File: src/rtl/error_reporter_pkg.sv
// Shared definitions for the error reporter: FSM states, report constants,
// error-source bit positions and the reset-assert level.

`ifndef ERROR_REPORTER_RST_ACTIVE
`define ERROR_REPORTER_RST_ACTIVE 1'b1
`endif

package error_reporter_pkg;

    typedef enum logic [2:0] {
        IDLE      = 3'd0,
        SEND_HDR  = 3'd1,
        SEND_MASK = 3'd2,
        SEND_TS   = 3'd3,
        WAIT_CLR  = 3'd4
    } state_e;

    localparam logic [7:0] REPORT_MAGIC = 8'hE5;

    // Width of the source index and the popcount fields in the header word.
    localparam int ID_W = 4;

    localparam int ERR_SRC_INST_CACHE = 0;
    localparam int ERR_SRC_DATA_CACHE = 1;
    localparam int ERR_SRC_IF         = 2;
    localparam int ERR_SRC_ID         = 3;
    localparam int ERR_SRC_LAUNCH     = 4;
    localparam int ERR_SRC_EX         = 5;
    localparam int ERR_SRC_MM         = 6;
    localparam int ERR_SRC_MEM        = 7;
    localparam int ERR_SRC_WB         = 8;

    // Report word presented while in a given state; zero outside SEND_*.
    function automatic logic [31:0] build_word(
        input state_e          st,
        input logic [ID_W-1:0] id,
        input logic [ID_W-1:0] cnt,
        input logic [31:0]     mask,
        input logic [31:0]     ts
    );
        logic [31:0] w;
        case (st)
            SEND_HDR:  w = {REPORT_MAGIC, id, cnt, 16'h0000};
            SEND_MASK: w = mask;
            SEND_TS:   w = ts;
            default:   w = 32'h0000_0000;
        endcase
        return w;
    endfunction

endpackage

File: src/rtl/err_prio_enc.sv
// Lowest-set-bit index and population count over the error flag vector.

module err_prio_enc
    import error_reporter_pkg::*;
#(
    parameter int NUM_SRC = 9
) (
    input  logic [NUM_SRC-1:0] vec_i,
    output logic [ID_W-1:0]    idx_o,
    output logic [ID_W-1:0]    cnt_o
);

    // Scan high to low so the lowest set bit is the last one written.
    always_comb begin
        idx_o = '0;
        cnt_o = '0;
        for (int i = NUM_SRC - 1; i >= 0; i--) begin
            if (vec_i[i]) begin
                idx_o = ID_W'(i);
            end
        end
        for (int i = 0; i < NUM_SRC; i++) begin
            cnt_o = cnt_o + ID_W'(vec_i[i]);
        end
    end

endmodule

File: src/rtl/error_reporter.sv
// Captures the first error event, raises halt, streams a three-word report
// (header, mask, timestamp) over valid/ready and waits for a clear.

module error_reporter
    import error_reporter_pkg::*;
#(
    parameter int NUM_SRC = 9,
    parameter int TS_W    = 32
) (
    input  logic               clk,
    input  logic               rst_n,
    input  logic [NUM_SRC-1:0] error_vec_i,
    output logic               halt_req_o,
    output logic               report_valid_o,
    output logic [31:0]        report_data_o,
    input  logic               report_ready_i,
    input  logic               clear_i,
    output logic               busy_o
);

    state_e             state_q, state_d;
    logic [TS_W-1:0]    ts_q, ts_d;
    logic [TS_W-1:0]    ts_cap_q, ts_cap_d;
    logic [NUM_SRC-1:0] first_mask_q, first_mask_d;
    logic [NUM_SRC-1:0] late_q, late_d;
    logic [ID_W-1:0]    first_id_q, first_id_d;
    logic [ID_W-1:0]    cnt_q, cnt_d;
    logic               halt_q, valid_q;
    logic [31:0]        data_q;

    logic [NUM_SRC-1:0] cap_src;
    logic [ID_W-1:0]    enc_idx, enc_cnt;
    logic               xfer;
    logic               capture;

    // In IDLE the live flags are captured; on a clear, whatever piled up
    // during the report is folded in with the live flags and recaptured.
    assign cap_src = (state_q == IDLE) ? error_vec_i : (late_q | error_vec_i);
    assign xfer    = valid_q & report_ready_i;

    err_prio_enc #(
        .NUM_SRC (NUM_SRC)
    ) u_prio_enc (
        .vec_i (cap_src),
        .idx_o (enc_idx),
        .cnt_o (enc_cnt)
    );

    // Next-state, capture and late-error accumulation.
    always_comb begin
        state_d      = state_q;
        ts_d         = ts_q + TS_W'(1);
        ts_cap_d     = ts_cap_q;
        first_mask_d = first_mask_q;
        first_id_d   = first_id_q;
        cnt_d        = cnt_q;
        late_d       = late_q;
        capture      = 1'b0;

        if (state_q != IDLE) begin
            late_d = late_q | error_vec_i;
        end

        case (state_q)
            IDLE: begin
                if (|error_vec_i) begin
                    capture = 1'b1;
                    state_d = SEND_HDR;
                end
            end
            SEND_HDR: begin
                if (xfer) state_d = SEND_MASK;
            end
            SEND_MASK: begin
                if (xfer) state_d = SEND_TS;
            end
            SEND_TS: begin
                if (xfer) state_d = WAIT_CLR;
            end
            WAIT_CLR: begin
                if (clear_i) begin
                    if (|cap_src) begin
                        capture = 1'b1;
                        state_d = SEND_HDR;
                    end else begin
                        state_d = IDLE;
                    end
                end
            end
            default: state_d = IDLE;
        endcase

        if (capture) begin
            first_mask_d = cap_src;
            first_id_d   = enc_idx;
            cnt_d        = enc_cnt;
            ts_cap_d     = ts_q;
            late_d       = '0;
        end
    end

    // State and capture registers; outputs are registered from next-state so
    // the word appears with valid and holds while ready is low.
    always_ff @(posedge clk or posedge rst_n) begin
        if (rst_n == `ERROR_REPORTER_RST_ACTIVE) begin
            state_q      <= IDLE;
            ts_q         <= '0;
            ts_cap_q     <= '0;
            first_mask_q <= '0;
            first_id_q   <= '0;
            cnt_q        <= '0;
            late_q       <= '0;
            halt_q       <= 1'b0;
            valid_q      <= 1'b0;
            data_q       <= '0;
        end else begin
            state_q      <= state_d;
            ts_q         <= ts_d;
            ts_cap_q     <= ts_cap_d;
            first_mask_q <= first_mask_d;
            first_id_q   <= first_id_d;
            cnt_q        <= cnt_d;
            late_q       <= late_d;
            halt_q       <= (state_d != IDLE);
            valid_q      <= (state_d == SEND_HDR) || (state_d == SEND_MASK) ||
                            (state_d == SEND_TS);
            data_q       <= build_word(state_d, first_id_d, cnt_d,
                                       32'(first_mask_d), 32'(ts_cap_d));
        end
    end

    assign halt_req_o     = halt_q;
    assign report_valid_o = valid_q;
    assign report_data_o  = data_q;
    assign busy_o         = (state_q != IDLE);

endmodule

File: config.mk
export PLATFORM = sky130hd
export DESIGN_NAME = error_reporter
export DESIGN_NICKNAME = d
export VERILOG_FILES = /design/src/rtl/error_reporter_pkg.sv /design/src/rtl/err_prio_enc.sv /design/src/rtl/error_reporter.sv
export SDC_FILE = /design/constraint.sdc
export NUM_CORES = 1
export LEC_CHECK = 0
export CAP_MARGIN = 20
export CELL_PAD_IN_SITES_DETAIL_PLACEMENT = 0
export CELL_PAD_IN_SITES_GLOBAL_PLACEMENT = 1
export CORE_UTILIZATION = 37
export DETAILED_ROUTE_END_ITERATION = 12
export PLACE_DENSITY_LB_ADDON = 0.1
export REMOVE_ABC_BUFFERS = 1
export SLEW_MARGIN = 20
export SYNTH_ARGS = -nofsm -noshare
export SYNTH_HDL_FRONTEND = slang
export SYNTH_SLANG_ARGS = --single-unit
File: constraint.sdc
create_clock -name clk -period 3.9 [get_ports clk]
set_clock_uncertainty 0.1 [all_clocks]
set_input_delay 0.39 -clock clk [delete_from_list [all_inputs] [get_ports clk]]
set_output_delay 0.39 -clock clk [all_outputs]
set_load 0.02 [all_outputs]
## Word-level counts from Yosys, hierarchy flattened

Cells that the tools add are included.

| storage, ports and cells | value |
|---|---|
| register bits after elaboration | 127 |
| word-level logic and storage cells | 64 |

| operators by class | value |
|---|---|
| add/subtract/negate cells | 9 |
| equality and inequality tests | 7 |
| multiplexer cells | 28 |
| bitwise logic cells | 2 |
| reductions and logical operators | 8 |

Operator list:

| operator | number |
|---|---|
| one-hot mux 32 bit (3 select lines) | 1 |
| two-way mux 4 bit | 11 |
| two-way mux 9 bit | 4 |
| adder 32 x 1 -> 32 bit, second input constant | 1 |
| two-way mux 32 bit | 1 |
| adder 4 x 1 -> 4 bit | 7 |
| OR reduction 9 bit | 2 |
| two-way mux 3 bit | 5 |
| one-hot mux 3 bit (5 select lines) | 1 |
| equality test 3 x 2 -> 1 bit, second input constant | 4 |
| bitwise OR 9 bit | 1 |
| equality test 3 x 1 -> 1 bit, second input constant | 2 |
| nonzero test 3 bit | 2 |
| two-way mux 1 bit | 4 |
| equality test 3 bit, second input constant | 1 |
| logical NOT 3 bit | 1 |
| adder 1 x 1 -> 2 bit | 1 |
| logical OR 1 bit | 2 |
| one-hot mux 1 bit (2 select lines) | 1 |
| nonzero test 2 bit | 1 |
| AND 1 bit | 1 |

## Logic depth before layout (Yosys ltp)

Gate-level depths: netlist (run 1).

| depth | value |
|---|---|
| depth in word-level cells | 13 |
| gate-level depth with buffers | 17 |

## Cells and area by module

From an unflattened synthesis (run 1), not the netlist that was laid out.

| second synthesis, totals | value |
|---|---|
| cells, all modules | 457 |
| area, all modules | 5547.8 um2 |

Modules (own cells, without submodules):

| module | times used | cells each | area each (um2) |
|---|---|---|---|
| error_reporter | 1 | 422 | 5267.6 |
| err_prio_enc | 1 | 35 | 280.3 |

## Worst setup path before layout (run 1)

Ideal clock, no wire load.

| timing | value |
|---|---|
| path type | reg-to-reg |
| start point | register state_q[0] |
| end point | register data_q[18], in the netlist report_data_o[18] |
| arrival | 3.856 ns |
| data required time | 3.670 ns |
| slack | -0.187 ns |
| stages on the path, launching flop included | 18 |
| buffers on the path | 2 |
| period minus slack after synthesis | 4.087 ns |
| cells stage by stage | dfrtp_1 -> buf_2 -> nor3_2 -> inv_1 -> clkbuf_1 -> a21oi_1 -> inv_1 -> ha_1 -> inv_1 -> fa_1 -> fa_1 -> fa_1 -> inv_1 -> ha_1 -> inv_1 -> fa_1 -> xnor2_1 -> a21oi_1 |

| between the ends | value |
|---|---|
| cells in the longest elaborated chain, start to end | 12 |
| elaborated cells on any way between the ends | 31 |
| those cells by class | add/sub: 8; eq/ne: 7; mux: 14; reduce/logical: 2 |

Ends and longest elaborated chain:

| what | line | RTL |
|---|---|---|
| from (decl) | error_reporter.sv:21 | `state_e state_q, state_d;` |
| from (signal assigned) | error_reporter.sv:117 | `state_q <= state_d;` |
| logical NOT 3 bit | error_reporter.sv:38, error_reporter.sv:64 |  |
| two-way mux 9 bit | error_reporter.sv:38 | `assign cap_src = (state_q == IDLE) ? error_vec_i : (late_q \| error_vec_i);` |
| adder 1 x 1 -> 2 bit | err_prio_enc.sv:23 | `cnt_o = cnt_o + ID_W'(vec_i[i]);` |
| adder 4 x 1 -> 4 bit (7 in series) | err_prio_enc.sv:23 |  |
| two-way mux 4 bit | error_reporter.sv:93 | `if (capture) begin` |
| one-hot mux 32 bit (3 select lines) (*) | error_reporter_pkg.sv:42 | `case (st)` |
| to (signal assigned) | error_reporter.sv:127 | `data_q <= build_word(state_d, first_id_d, cnt_d,` |
| to (decl) | error_reporter.sv:29 | `logic [31:0] data_q;` |

Every way passes the cells marked *; elsewhere a longest branch is shown, timed or not.
A chain may end at the register's enable or synchronous reset.

## Worst setup path in the final report (run 1)

| timing | value |
|---|---|
| start point | register state_q[2] |
| end point | register data_q[18], in the netlist report_data_o[18] |

Same word-level chain as after synthesis.

==> results.py, run 1 <==
metrics = {
    "outcome": {
        "status": "completed",
    },
    "placed_design": {
        "post-place-ws_ns": -0.134,
        "port_buffers": 47,
        "dpl_cell_area_mm2": 0.00618,
        "routabilityCongestion": 0.834,
        "dp_hpwl_um": 7680,
        "placed_cells": 726,
    },
    "critical_path": {
        "cp.arrival_ns": 3.93,
        "slowest_stage": "fa_1",
        "worstPathRequired_ns": 4.04,
        "worst_path_dominant_cell_family": "adder cells",
        "worst-path-buf-inv": 5,
        "cp_max_fo": 4,
        "slowest_delay_ns": 0.51,
        "crit_path_start_kind": "flop",
        "critical_path_class": "flop to flop",
        "worstSetupEndpointType": "flop",
        "path_cells": "nor3_4 > inv_2 > a21oi_2 > inv_1 > ha_1 > inv_1 > fa_1 > fa_1 > fa_1 > inv_2 > ha_4 > inv_2 > fa_2 > xnor2_2 > a21oi_1",
    },
    "synthesis": {
        "ys_top_cells_by_area": "dfrtp_1 (59%), nand2_1 (7.3%), xnor2_1 (2.8%), a21oi_1 (2.6%), nor2_1 (2.4%)",
        "synth-seq-cells": 127,
        "avgSynthCellArea_um2": 10.8,
        "ys_warn_count": 0,
        "netlist.area_leader.share_pct": 58.7,
        "netlist_area_mm2": 0.00541,
        "synth-edff-count": 0,
        "yosys.area.top_type": "dfrtp_1",
        "async_flop_share_pct": 100,
        "synth_commonest_cells": "dfrtp_1 (127), nand2_1 (105), nor2_1 (35)",
        "yosysMostFrequentCell": "dfrtp_1",
        "synth_top_flop_cell": "dfrtp_1",
        "ys_seq_area_share_pct": 58.7,
        "synth.distinct_cells": 51,
        "synthCells": 501,
    },
    "cells_and_area": {
        "fillers": 1374,
        "multi_input_area_mm2": 0.00210,
        "area_growth_pct": 26.1,
        "diodes": 0,
        "drive_gt1_share_pct": 15.5,
        "finalNonFillerCells": 760,
        "layout.nets": 593,
        "final-seq-area_mm2": 0.00318,
        "fin_area_mm2": 0.00683,
        "utilization_pct": 48.4,
    },
    "routing": {
        "viasPerCell": 4.88,
        "drt.antenna.violating_nets": 0,
        "wl_per_cell_um": 15.1,
        "vias": 3710,
        "routed_wirelength_um": 11500,
        "first_pass_iters": 6,
        "remaining_drc_errors": 0,
        "drt-initial-drc-count": 243,
    },
    "global_routing": {
        "grt_max_degree": 55,
        "antenna_found_initial": 0,
        "grt_remaining_overflow": 0,
        "grt_usage_pct": 16.9,
        "grt_pass1_wl_um": 19100,
        "grt_pass1_vias": 3680,
    },
    "pwr": {
        "power_mw": 5.46,
        "peakVddDrop_mv": 0.419,
        "leakagePower_nw": 3.24,
        "powerDensity_mw_per_mm2": 799,
    },
    "clock_tree": {
        "clockBufferDepth": 2,
        "numCtsBuffers": 17,
        "cts_max_level": 4,
        "clkTransAtPathRegs_ns": 0.06,
        "cts_root_buffer": "clkbuf_16",
        "cts_tree": "yes",
        "clk_latency_ns": 0.41,
        "cts.sinks": 127,
        "cts_hold_buf": 0,
    },
    "floorplanning": {
        "die_h_um": 123,
        "rows": 43,
        "start_util_pct": 38.4,
        "die_area_mm2": 0.0151,
        "dieWidth_um": 123,
        "io_pins": 48,
        "fp.coreArea_mm2": 0.0141,
    },
    "sta": {
        "finalCritPeriodShare_pct": 97.2,
        "hold_viol_final": 0,
        "tightest_slew_ns": 0.928,
        "fin_crit_ns": 3.79,
        "setup_ws_ns": 0.110,
        "final_max_slew_viol_count": 0,
        "rsz0062_at_grt": "true",
        "relSlewSlack_pct": 38.1,
        "fmax_mhz": 264,
        "fin_setup_tns_ns": 0,
        "setup_violations": 0,
        "holdWs_ns": 0.333,
    },
    "job": {
        "maxCapViolCount": 0,
    },
    "hold_path": {
        "min_path_type": "input pin to async pin",
    },
}
cells by family (layout without fill, tap and decap cells):
group | after synthesis | after routing | synth area share, %
mux | 10 | 10 | 2.08
simple gates | 196 | 196 | 16.7
flops | 127 | 127 | 58.7
xor+xnor | 31 | 31 | 5.02
compound gates | 85 | 85 | 10.7
fa+ha+maj | 12 | 12 | 3.47
buf+inv | 40 | 119 | 3.35
placed cells by master, fill, tap and decap left out, types with 4 or more instances in the layout:
master,n
dfrtp_1,127
nand2_1,105
clkdlybuf4s50_1,47
nor2_1,35
a21oi_1,26
buf_4,20
clkbuf_16,17
xnor2_1,16
inv_1,15
nand3_1,14
xor2_1,14
o21ai_0,13
and2_1,11
mux2_2,10
a21o_1,9
a22o_1,9
ha_1,6
clkbuf_8,5
a31oi_1,4
nand4_1,4
clkinv_2,4
report_power, final:
group | switching (mW) | leakage (nW) | total (mW) | internal, mW
Combinational | 1.20 | 1.28 | 2.14 | 0.944
Sequential | 0.163 | 1.66 | 1.76 | 1.59
Clock | 0.539 | 0.293 | 1.56 | 1.02
worst reg2reg max path, stage by stage (launching register included):
cell,delay (ns)
dfrtp_1,0.41
nor3_4,0.25
inv_2,0.09
a21oi_2,0.15
inv_1,0.06
ha_1,0.28
inv_1,0.07
fa_1,0.43
fa_1,0.51
fa_1,0.42
inv_2,0.08
ha_4,0.13
inv_2,0.04
fa_2,0.35
xnor2_2,0.18
a21oi_1,0.08
registers in the layout (all words and copies together), names as in the netlist:
register and cells:
report_data_o 32, ts_cap_q 32, ts_q 32, first_mask_q 9, late_q 9, cnt_q 4, first_id_q 4, state_q 3
halt_req_o 1, report_valid_o 1
path summary, 6_finish.rpt:
path	from	to	slack [ns]	depth (start not counted)
setup reg to reg	state_q[2]$_DFF_PP0_	report_data_o[18]$_DFF_PP0_	0.11	15
hold reg to reg	ts_cap_q[31]$_DFF_PP0_	ts_cap_q[31]$_DFF_PP0_	0.37	2
hold / removal	rst_n	first_id_q[1]$_DFF_PP0_	0.33	2
setup / recovery	state_q[2]$_DFF_PP0_	report_data_o[18]$_DFF_PP0_	0.11	15
min in group clk	ts_cap_q[31]$_DFF_PP0_	ts_cap_q[31]$_DFF_PP0_	0.37	2
max in group asynchronous	rst_n	ts_cap_q[11]$_DFF_PP0_	2.55	3
per-layer routing:
layer	track usage, %	routed length, um	vias to the layer above	part of all wire, %
li1	-	-	1820	-
met1	23.6	5740	1832	50
met2	25.4	5300	45	46
met3	3.87	271	13	2.4
met4	6.86	158	0	1.4
met5	0	0	-	0
final cells by class:
type                       count  area share, %
sequential                   127           46.6
multi-input combinational    334           30.8
clock buffer                  25           7.40
tap                          180           3.30
inverter                      19           1.08
clock inverter                 6           1.17
timing repair buffer          69           9.68
timing repair:
| item | CTS | global route |
|---|---|---|
| pin swaps | 2 | 3 |
| gates resized for setup | 4 | 7 |
| setup endpoints to repair | 6 | 6 |
| buffers inserted | 0 | 3 |
(Power assumes the default switching activity.)
==> inputs of run 2 (changes only) <==
--- a/config.mk
+++ b/config.mk
@@ -8,7 +8,7 @@
 export CAP_MARGIN = 20
 export CELL_PAD_IN_SITES_DETAIL_PLACEMENT = 0
 export CELL_PAD_IN_SITES_GLOBAL_PLACEMENT = 1
-export CORE_UTILIZATION = 37
+export CORE_UTILIZATION = 40
 export DETAILED_ROUTE_END_ITERATION = 12
 export PLACE_DENSITY_LB_ADDON = 0.1
 export REMOVE_ABC_BUFFERS = 1
==> results.py, run 2 (same netlist as run 1, synthesis figures left out) <==
metrics = {
    "placed_design": {
        "dp_hpwl_um": 7820,
        "post-place-ws_ns": -0.117,
        "port_buffers": 47,
        "routabilityCongestion": 0.813,
    },
    "routing": {
        "wl_per_cell_um": 15.0,
        "viasPerCell": 4.94,
        "first_pass_iters": 4,
        "vias": 3728,
        "remaining_drc_errors": 0,
        "drt.antenna.violating_nets": 0,
        "routed_wirelength_um": 11400,
        "drt-initial-drc-count": 241,
    },
    "critical_path": {
        "crit_path_start_kind": "flop",
        "r2r_slack_ns": 0.06,
        "reg2reg_depth": 14,
        "worst-path-buf-inv": 4,
        "critical_path_class": "flop to flop",
        "r2r-end": "cnt_q[2]$_DFF_PP0_",
        "slowest_delay_ns": 0.51,
        "worst_path_dominant_cell_family": "adder cells",
        "worstPathRequired_ns": 4.03,
        "critical_path.startpoint": "state_q[2]$_DFF_PP0_",
        "path_cells": "nor3_4 > inv_2 > a21o_1 > ha_1 > inv_2 > fa_1 > fa_1 > fa_1 > inv_1 > ha_2 > inv_2 > fa_2 > xnor2_2 > a21oi_1",
        "worstSetupEndpointType": "flop",
        "cp_max_fo": 4,
        "crit_end": "cnt_q[2]$_DFF_PP0_",
        "slowest_stage": "fa_1",
        "cp.arrival_ns": 3.97,
        "r2r-start": "state_q[2]$_DFF_PP0_",
        "cp_num_cells": 14,
    },
    "outcome": {
        "status": "completed",
    },
    "cells_and_area": {
        "fillers": 1233,
        "utilization_pct": 51.4,
        "multi_input_area_mm2": 0.00209,
        "drive_gt1_share_pct": 15.4,
        "area_growth_pct": 25.7,
        "layout.nets": 593,
        "diodes": 0,
        "layout_common_cells": "dfrtp_1 (127), nand2_1 (105), clkdlybuf4s50_1 (47)",
        "final-seq-area_mm2": 0.00318,
        "layout_commonest_cell": "dfrtp_1",
    },
    "global_routing": {
        "antenna_found_initial": 0,
        "grt_remaining_overflow": 0,
        "grt_pass1_wl_um": 19200,
        "grt_usage_pct": 18.0,
        "grt_max_degree": 48,
        "grt_pass1_vias": 3756,
    },
    "sta": {
        "fmax_mhz": 261,
        "final_max_slew_viol_count": 0,
        "finalCritPeriodShare_pct": 98.4,
        "fin_setup_tns_ns": 0,
        "setup_ws_ns": 0.0631,
        "setup_violations": 0,
        "rsz0062_at_grt": "true",
        "fin_crit_ns": 3.84,
        "relSlewSlack_pct": 33.0,
        "hold_viol_final": 0,
        "tightest_slew_ns": 1.00,
    },
    "floorplanning": {
        "dieWidth_um": 118,
        "die_area_mm2": 0.0140,
        "rows": 42,
        "fp.coreArea_mm2": 0.0132,
        "die_h_um": 118,
        "start_util_pct": 40.9,
        "io_pins": 48,
    },
    "pwr": {
        "power_mw": 5.39,
        "peakVddDrop_mv": 0.595,
        "leakagePower_nw": 3.23,
        "powerDensity_mw_per_mm2": 792,
    },
    "clock_tree": {
        "cts_root_buffer": "clkbuf_16",
        "cts.sinks": 127,
        "clockBufferDepth": 2,
        "cts_hold_buf": 0,
        "cts_tree": "yes",
        "clkTransAtPathRegs_ns": 0.05,
        "numCtsBuffers": 17,
        "cts_max_level": 4,
        "clk_latency_ns": 0.40,
    },
    "hold_path": {
        "min_path_type": "input pin to async pin",
    },
    "job": {
        "maxCapViolCount": 0,
    },
}
run 2: timing repair:
item,in CTS,in global routing
endpoints found under the hold margin,0,0
setup endpoints to repair,2,6
gates resized for setup,4,5
pin swaps,2,1
setup buffers,0,1
run 2: power by group:
part	switching (mW)	internal, mW	leakage, nW
combinational	1.17	0.895	1.28
sequential	0.166	1.59	1.66
clock	0.528	1.03	0.291
total	1.87	3.52	3.23
run 2: per-stage QoR:
| stage | hold slack, ns | cell area [um2] | cells |
|---|---|---|---|
| finish | 0.306 | 6800 | 755 |
| floorplan | 0.341 | 5300 | 480 |
| CTS | 0.316 | 6790 | 754 |
| global placement | 0.360 | 6180 | 724 |
| detailed placement | 0.364 | 6180 | 724 |
| global route | 0.352 | 6800 | 755 |
run 2: cell type report:
type	count	area share, %
Inverter	19	1.08
Tap cell	176	3.24
Clock buffer	25	7.58
Multi-Input combinational cell	334	30.7
Sequential cell	127	46.7
Clock inverter	5	1.14
Timing Repair Buffer	69	9.53
run 2: how the worst min path moves through the flow:
| stage | startpoint | endpoint | slack, ns | depth (start not counted) |
|---|---|---|---|---|
| after floorplan | ts_q[31]$_DFF_PP0_ | ts_q[31]$_DFF_PP0_ | 0.34 | 1 |
| after global placement | cnt_q[0]$_DFF_PP0_ | cnt_q[0]$_DFF_PP0_ | 0.36 | 2 |
| after detailed placement | first_mask_q[1]$_DFF_PP0_ | first_mask_q[1]$_DFF_PP0_ | 0.36 | 2 |
| after CTS | rst_n | first_id_q[1]$_DFF_PP0_ | 0.32 | 2 |
| after global routing | rst_n | first_id_q[1]$_DFF_PP0_ | 0.35 | 2 |
| final | rst_n | first_id_q[1]$_DFF_PP0_ | 0.31 | 2 |
run 2: worst register-to-register path: stages (launching register included):
cell     delay, ns
dfrtp_1       0.40
nor3_4        0.27
inv_2         0.09
a21o_1        0.21
ha_1          0.29
inv_2         0.04
fa_1          0.45
fa_1          0.51
fa_1          0.41
inv_1         0.08
ha_2          0.18
inv_2         0.04
fa_2          0.34
xnor2_2       0.16
a21oi_1       0.10
run 2: layer usage:
metal	share of wire [%]	track usage [%]
met5	0	0
met4	1.2	6.25
met3	3.1	5.02
met2	46	27.4
met1	50	24.9
